**src/rtl/fir_coeff_loader.sv**
```systemverilog
// Writer side of the FIR coefficient memory: drains the filter, streams FILTER_ORDER
// coefficients into the h port, and hands the port back to the filter control when idle.
module fir_coeff_loader #(
   parameter int SP_WIDTH        = 32,
   parameter int COEFF_EXP_WIDTH = 8,
   parameter int FILTER_ORDER    = 4,
   parameter int MEMORY_DEPTH    = 2 * FILTER_ORDER,
   parameter int ADDRESS_WIDTH   = $clog2(MEMORY_DEPTH),
   parameter int DRAIN_CYCLES    = 10
) (
   input  logic                     clk_i,
   input  logic                     rst_i,
   input  logic                     ce_i,
   input  logic                     load_start_i,
   input  logic                     abort_i,
   input  logic [SP_WIDTH-1:0]      coeff_i,
   input  logic                     coeff_valid_i,
   output logic                     coeff_ready_o,
   input  logic                     filt_en_h_i,
   input  logic [ADDRESS_WIDTH-1:0] filt_addr_h_i,
   output logic                     en_h_o,
   output logic                     we_h_o,
   output logic [ADDRESS_WIDTH-1:0] addr_h_o,
   output logic [SP_WIDTH-1:0]      h_o,
   output logic                     filter_ce_o,
   output logic                     busy_o,
   output logic                     done_o,
   output logic                     err_o
);

   localparam int DRAIN_CNT_WIDTH = $clog2(DRAIN_CYCLES + 1);
   localparam logic [ADDRESS_WIDTH-1:0]   LAST_BEAT  = ADDRESS_WIDTH'(FILTER_ORDER - 1);
   localparam logic [DRAIN_CNT_WIDTH-1:0] DRAIN_LAST = DRAIN_CNT_WIDTH'(DRAIN_CYCLES - 1);

   typedef enum logic [1:0] {
      ST_IDLE  = 2'd0,
      ST_DRAIN = 2'd1,
      ST_LOAD  = 2'd2,
      ST_DONE  = 2'd3
   } state_t;

   state_t                     state_r;
   state_t                     state_nx_s;
   logic [DRAIN_CNT_WIDTH-1:0] drain_cnt_r;
   logic [ADDRESS_WIDTH-1:0]   beat_cnt_r;
   logic                       we_r;
   logic [ADDRESS_WIDTH-1:0]   addr_r;
   logic [SP_WIDTH-1:0]        data_r;
   logic                       done_r;
   logic                       err_r;

   logic is_idle_s;
   logic abortable_s;
   logic write_s;
   logic last_s;
   logic err_set_s;
   logic err_clr_s;

   // Inf and NaN both carry an all-ones exponent field.
   function automatic logic exp_all_ones(input logic [SP_WIDTH-1:0] word);
      exp_all_ones = &word[SP_WIDTH-2 -: COEFF_EXP_WIDTH];
   endfunction

   // Handshake and error decode from the current state.
   always_comb begin
      is_idle_s   = (state_r == ST_IDLE);
      abortable_s = (state_r == ST_DRAIN) || (state_r == ST_LOAD);
      // A beat arriving together with abort is dropped.
      write_s     = (state_r == ST_LOAD) && coeff_valid_i && !abort_i;
      last_s      = write_s && (beat_cnt_r == LAST_BEAT);
      err_clr_s   = is_idle_s && load_start_i;
      err_set_s   = (abortable_s && abort_i) || (write_s && exp_all_ones(coeff_i));
   end

   // Next-state logic.
   always_comb begin
      state_nx_s = state_r;
      case (state_r)
         ST_IDLE: begin
            if (load_start_i) begin
               state_nx_s = ST_DRAIN;
            end else begin
               state_nx_s = ST_IDLE;
            end
         end
         ST_DRAIN: begin
            if (abort_i) begin
               state_nx_s = ST_IDLE;
            end else if (drain_cnt_r == DRAIN_LAST) begin
               state_nx_s = ST_LOAD;
            end else begin
               state_nx_s = ST_DRAIN;
            end
         end
         ST_LOAD: begin
            if (abort_i) begin
               state_nx_s = ST_IDLE;
            end else if (last_s) begin
               state_nx_s = ST_DONE;
            end else begin
               state_nx_s = ST_LOAD;
            end
         end
         ST_DONE: state_nx_s = ST_IDLE;
         default: state_nx_s = ST_IDLE;
      endcase
   end

   // State register.
   always_ff @(posedge clk_i or negedge rst_i) begin
      if (!rst_i) begin
         state_r <= ST_IDLE;
      end else begin
         state_r <= state_nx_s;
      end
   end

   // Drain counter restarts at zero on every entry into DRAIN.
   always_ff @(posedge clk_i or negedge rst_i) begin
      if (!rst_i) begin
         drain_cnt_r <= {DRAIN_CNT_WIDTH{1'b0}};
      end else if (state_r != ST_DRAIN) begin
         drain_cnt_r <= {DRAIN_CNT_WIDTH{1'b0}};
      end else begin
         drain_cnt_r <= drain_cnt_r + DRAIN_CNT_WIDTH'(1);
      end
   end

   // Beat counter doubles as the write address for the next accepted coefficient.
   always_ff @(posedge clk_i or negedge rst_i) begin
      if (!rst_i) begin
         beat_cnt_r <= {ADDRESS_WIDTH{1'b0}};
      end else if (state_r != ST_LOAD) begin
         beat_cnt_r <= {ADDRESS_WIDTH{1'b0}};
      end else if (write_s) begin
         beat_cnt_r <= beat_cnt_r + ADDRESS_WIDTH'(1);
      end else begin
         beat_cnt_r <= beat_cnt_r;
      end
   end

   // Write registers: each accepted beat reaches the memory port one cycle later.
   always_ff @(posedge clk_i or negedge rst_i) begin
      if (!rst_i) begin
         we_r   <= 1'b0;
         addr_r <= {ADDRESS_WIDTH{1'b0}};
         data_r <= {SP_WIDTH{1'b0}};
      end else if (write_s) begin
         we_r   <= 1'b1;
         addr_r <= beat_cnt_r;
         data_r <= coeff_i;
      end else begin
         we_r   <= 1'b0;
         addr_r <= addr_r;
         data_r <= data_r;
      end
   end

   // Completion pulse and sticky error flag.
   always_ff @(posedge clk_i or negedge rst_i) begin
      if (!rst_i) begin
         done_r <= 1'b0;
         err_r  <= 1'b0;
      end else begin
         done_r <= last_s;
         if (err_clr_s) begin
            err_r <= 1'b0;
         end else if (err_set_s) begin
            err_r <= 1'b1;
         end else begin
            err_r <= err_r;
         end
      end
   end

   // Memory port mux: the filter control owns the port only while idle.
   always_comb begin
      if (is_idle_s) begin
         en_h_o   = filt_en_h_i;
         we_h_o   = 1'b0;
         addr_h_o = filt_addr_h_i;
      end else begin
         en_h_o   = we_r;
         we_h_o   = we_r;
         addr_h_o = addr_r;
      end
      h_o           = data_r;
      coeff_ready_o = (state_r == ST_LOAD);
      busy_o        = !is_idle_s;
      filter_ce_o   = ce_i && is_idle_s;
      done_o        = done_r;
      err_o         = err_r;
   end

endmodule

```
**config.mk**
```make
export PLATFORM = sky130hd
export DESIGN_NAME = fir_coeff_loader
export DESIGN_NICKNAME = d
export VERILOG_FILES = /design/src/rtl/fir_coeff_loader.sv
export SDC_FILE = /design/constraint.sdc
export NUM_CORES = 1
export LEC_CHECK = 0
export ABC_AREA = 1
export ABC_CLOCK_PERIOD_IN_PS = 2300
export BUFFER_PORTS_ARGS = -buffer_cell sky130_fd_sc_hd__buf_4
export CAP_MARGIN = 20
export CORE_UTILIZATION = 40
export DETAILED_ROUTE_END_ITERATION = 16
export PLACE_DENSITY_LB_ADDON = 0.25
export SETUP_SLACK_MARGIN = 0.4
export SYNTH_ARGS = -nofsm -noshare
export SYNTH_HDL_FRONTEND = slang
export SYNTH_SLANG_ARGS = --single-unit
```
**constraint.sdc**
```tcl
create_clock -name clk_i -period 2.3 [get_ports clk_i]
set_input_delay 0.115 -clock clk_i [delete_from_list [all_inputs] [get_ports clk_i]]
set_output_delay 0.115 -clock clk_i [all_outputs]
set_load 0.05 [all_outputs]
```
# Word-level counts from Yosys, hierarchy flattened
# Cells that the tools add are included.
[classes] addsub=2 n_mux=15 eq_ne=7 reduce_logical=15
[ops] cell="2-to-1 mux 3 bit" n=3
[ops] cell="case mux 2 bit (4 select lines)" n=1
[ops] cell="AND reduction 8 bit" n=1
[ops] cell="logical AND 1 bit" n=7
[ops] cell="2-to-1 mux 1 bit" n=7
[ops] cell="2-to-1 mux 2 bit" n=3
[ops] cell="adder 4 x 1 -> 4 bit (second input constant)" n=1
[ops] cell="== test 2 bit (second input constant)" n=2
[ops] cell="== test 4 bit (second input constant)" n=1
[ops] cell="2-to-1 mux 4 bit" n=1
[ops] cell="nonzero test 2 bit" n=2
[ops] cell="adder 3 x 1 -> 3 bit (second input constant)" n=1
[ops] cell="== test 3 x 2 -> 1 bit (second input constant)" n=1
[ops] cell="== test 2 x 1 -> 1 bit (second input constant)" n=1
[ops] cell="zero test 1 bit" n=2
[ops] cell="zero test 2 bit" n=1
[ops] cell="logical OR 1 bit" n=2
[ops] cell="!= test 2 x 1 -> 1 bit (second input constant)" n=1
[ops] cell="!= test 2 bit (second input constant)" n=1
[totals] word_cells=47 inputBits=42 out_inout_bits=42 register_bits=47

# Depth between registers and ports, before layout
[logic_depth] ltp_word=7 mapped_depth=9

# Worst setup path before layout
# Ideal clock, no wire load.
[synth_timing] kind="reg2out" from="reg state_r[0]" to="out en_h_o" path_stages_with_launch=5 setup_slack_ns=0.361 n_path_buf=1 arrival_time_ns=1.824 path_cell_list="dfrtp_1 -> inv_1 -> ha_1 -> buf_2 -> o21ai_0"
[synth_via] elab_chain_cells=2
[synth_rtl] element="from (decl)" line="42" source="state_t state_r;"
[synth_rtl] element="from (signal assigned)" line="114" source="state_r <= state_nx_s;"
[synth_rtl] element="zero test 2 bit" line="66" source="is_idle_s = (state_r == ST_IDLE);"
[synth_rtl] element="2-to-1 mux 1 bit" line="178" source="if (is_idle_s) begin"
[synth_rtl] element="to (decl)" line="21" source="output logic en_h_o,"
# Every way passes these cells.

# Final worst setup path
[layout_timing] from="reg state_r[0]" to="reg beat_cnt_r[0]"
[layout_via] elab_chain_cells=4
[layout_rtl] element="== test 2 bit" line="69" source="write_s = (state_r == ST_LOAD) && coeff_valid_i && !abort_i;"
[layout_rtl] element="logical AND 1 bit (2 in series)" line="69"
[layout_rtl] element="nonzero test 2 bit (no line)"
[layout_rtl] element="to (signal assigned)" line="132" source="beat_cnt_r <= {ADDRESS_WIDTH{1'b0}};"
[layout_rtl] element="to (signal assigned)" line="134" source="beat_cnt_r <= {ADDRESS_WIDTH{1'b0}};"
[layout_rtl] element="to (signal assigned)" line="136" source="beat_cnt_r <= beat_cnt_r + ADDRESS_WIDTH'(1);"
[layout_rtl] element="to (decl)" line="45" source="logic [ADDRESS_WIDTH-1:0] beat_cnt_r;"
# Parallel ways exist; a longest one is shown, timed or not.
# A chain may end at the register's enable or synchronous reset.

==> key figures <==
Run status
  – Status: finished clean

Synth
  – Cell taking the most area after synthesis: dfrtp_1
  – Mapped Area: between 1500 and 2000 um2
  – Syn_nets: 276
  – Gate Count Post-Synth: 227
  – Ys Warns: 0
  – Top-area cell type share of the netlist area: between 50 and 60%
  – Mean Syn Cell Area: approximately 9 um2
  – Seq cells post-synth: 47
  – Synth area leaders: dfrtp_1 59%, nand2_1 23%, ha_1 4.4%, buf_6 2.8%, inv_1 2.6%
  – Post-synth cell types: 19
  – Seq/Total Area, Yosys: 59.0%

GRT
  – Largest net degree at the start of global routing: 48
  – Antenna violations before repair: 0
  – Total congestion overflow: 0
  – Number of global-route vias before repair: approximately 1,500
  – First-pass GRT wire length: 6.55 mm
  – GR Util All Layers: 16.1%

Setup path
  – Cells on worst reg2reg path: 7
  – CP required: 2.52 ns
  – Worst-path fanout max: 38
  – Crit end category: flip-flop
  – CP Class: flip-flop to flip-flop
  – Reg2reg start: state_r[0]
  – Crit path from: state_r[0]
  – Crit-path cells: inv_1, ha_1, nand2_1, nor2_2, inv_2, nand2_1, o21ai_1
  – End point of the critical path: beat_cnt_r[0]
  – Slowest stage cell, crit path: inv_2
  – Worst EP arrival: ~1.9 ns
  – Slowest Stage Delay on Critical Path: approximately 0.45 ns
  – R2R Setup Slk: around 0.62 ns
  – Setup crit start kind: flip-flop
  – Cell mode on critical path: nand2_1
  – RR Endpoint: beat_cnt_r[0]

Detailed routing
  – Vias: 1,636
  – Wire per inst: 10.7 um
  – Starting DRC count in detailed routing: 76
  – Wire length on met1: between 1.5 and 2 mm
  – Metal3 WL: 206 um
  – DRC viols: 0
  – WL final: slightly above 4 mm
  – Met2 routed WL: around 2.1 mm
  – DR pass1 iterations: 4
  – Post-route ant nets: 0
  – Via/cell ratio: between 4 and 5
  – Max Used Layer: met4

Power and ir drop
  – P per Cell Area: roughly 550 nW/um2
  – Peak supply drop: 389 uV
  – Pleak: ~1.6 nW

Floorplan
  – I/O pin count: 84
  – Die height: 72.6 um
  – Starting Density: between 40% and 50%
  – Num rows: 25
  – Die Wd: ~73 um
  – Core region area: 4750 um2
  – Die area: around 5300 um2

Clock network
  – Worst skew pair latency: roughly 0.29 ns
  – Clk pin slew, worst setup/hold paths: about 0.08 ns
  – Cts bufs inserted: 5
  – CTS max path bufs: 2
  – # clock sinks: 47
  – CTS H-tree depth: 2
  – CTS root buf: clkbuf_8
  – CTS tree: yes

Timing
  – Setup Viol. Count Final: 0
  – Max Clock Skew: 0.00617 ns
  – Period minus WS final: ~1.7 ns
  – Slew headroom: around 58%
  – RSZ-0062 raised after global routing: no
  – Final Hold Vio Count: 0
  – Slew at the pin closest to its max-slew limit: approximately 0.63 ns
  – Tcrit/Tclk final: 73.0%
  – Slew Limit Fails: 0
  – Final setup TNS: 0 ns
  – Max Clock Freq: just under 600 MHz

Hold path
  – Worst min-delay path category: input pin to flip-flop

Place
  – GPL Wtd Cong: slightly above 0.7
  – Dpl hpwl: ~2.8 mm
  – Number of I/O port buffers: between 80 and 90
  – Area of placed instances: ~2600 um2
  – Dpl cells: 369

Final layout
  – Fin util: between 50% and 60%
  – Nets@finish: ~360
  – Layout cells sized above 1: between 30% and 40%
  – Post-route cell area: roughly 2700 um2
  – Area Growth Syn to Fin: 36.8%
  – Final Non-Filler Cells: around 380
  – Fill cell count: between 400 and 500
  – Antenna Cells: 0

Flow run
  – Max cap viols: 0
[layer usage]
layer	global-route usage (%)	up-vias
li1	-	848
met1	19.1	744
met2	28.6	42
met3	5.39	2
met4	3.27	0
met5	0	-
[cells in the final DEF (no fill, tap or decap)]
| cell type | count |
|---|---|
| clkbuf_1 | 1 |
| a21oi_1 | 3 |
| clkinv_2 | 1 |
| clkbuf_8 | 5 |
| buf_4 | 84 |
| nand2_1 | 124 |
| dlygate4sd3_1 | 1 |
| inv_2 | 1 |
| nand4_1 | 1 |
| o21a_1 | 1 |
| ha_2 | 1 |
| nand3_1 | 3 |
| ha_1 | 6 |
| xor2_1 | 1 |
| clkinvlp_4 | 1 |
| xnor2_1 | 1 |
| nor2_2 | 1 |
| o21ai_1 | 5 |
| o22ai_1 | 1 |
| nor2_1 | 8 |
| dfrtp_1 | 47 |
| inv_1 | 14 |
[repair_timing]
action | in CTS | in global routing
setup buffers | 0 | 0
hold buffers | 1 | 0
endpoints found under the setup margin | 0 | 2
resized for setup | 0 | 1
endpoints found under the hold margin | 47 | 0
[state kept, by name (all words and copies together), names as in the netlist]
name and count:
addr_r 3, drain_cnt_r 4, h_o 32, we_r 1
state_r 2, err_o 1, beat_cnt_r 3, done_o 1
[worst min-delay path by stage]
stage | startpoint | end | cells after the start
3_3_place_gp | rst_i | h_o[15] | 1
5_1_grt | coeff_i[10] | h_o[10] | 3
6_report | coeff_i[10] | h_o[10] | 3
4_1_cts | coeff_i[10] | h_o[10] | 3
2_1_floorplan | rst_i | addr_r[0] | 0
3_5_place_dp | rst_i | h_o[13] | 1
[stage by stage]
step	hold WS [ns]	total power, mW	setup WS (ns)
after floorplan	-0.181	0.947	0.592
after global placement	0.162	1.05	0.687
after detailed placement	0.158	1.05	0.611
after CTS	0.00442	1.53	0.518
after global routing	0.00695	1.58	0.431
final	0.0130	1.51	0.620
[cell usage after synthesis]
cell,count
o21a_1,1
inv_1,14
a21oi_1,3
buf_2,3
nand3_1,3
nor2_1,8
ha_1,7
inv_2,1
xnor2_1,1
nand2_1,124
nand4_1,1
nor2_2,1
xor2_1,1
buf_6,5
buf_4,1
dfrtp_1,47
o21ai_1,4
o21ai_0,1
o22ai_1,1
[report_power, final]
part / total [mW] / switching, mW / internal, mW
registers: 0.844 / 0.00788 / 0.836
logic: 0.190 / 0.110 / 0.0795
clock network: 0.478 / 0.265 / 0.213
total: 1.51 / 0.383 / 1.13
[kinds of logic (layout without fill, tap and decap cells)]
group | count (synthesis) | count (layout) | share of synthesized area [%]
fa+ha+maj | 7 | 7 | 4.39
compound gates | 10 | 10 | 2.70
xor+xnor | 2 | 2 | 0.879
flops | 47 | 47 | 59.0
simple gates | 137 | 137 | 26.2
buf+inv | 24 | 108 | 6.78
[worst max-delay path: cells and delay by family, from the launching register on]
family / cells / cell delay, ns
buffers and inverters: 2 / 0.51
DFF: 1 / 0.36
and+or+nand+nor: 3 / 0.33
adders and majority gates: 1 / 0.24
AOI/OAI and AO/OA: 1 / 0.17
[final cells by class]
class,instances,area (um2),area share [%]
Sequential cell,47,1180,43.1
Multi-Input combinational cell,156,684,25.1
Timing Repair Buffer,85,641,23.5
Tap cell,67,83.8,3.07
Clock buffer,6,72.6,2.66
Inverter,15,56.3,2.07
Clock inverter,2,12.5,0.459
Note: power is estimated with default switching activity, not from simulation.
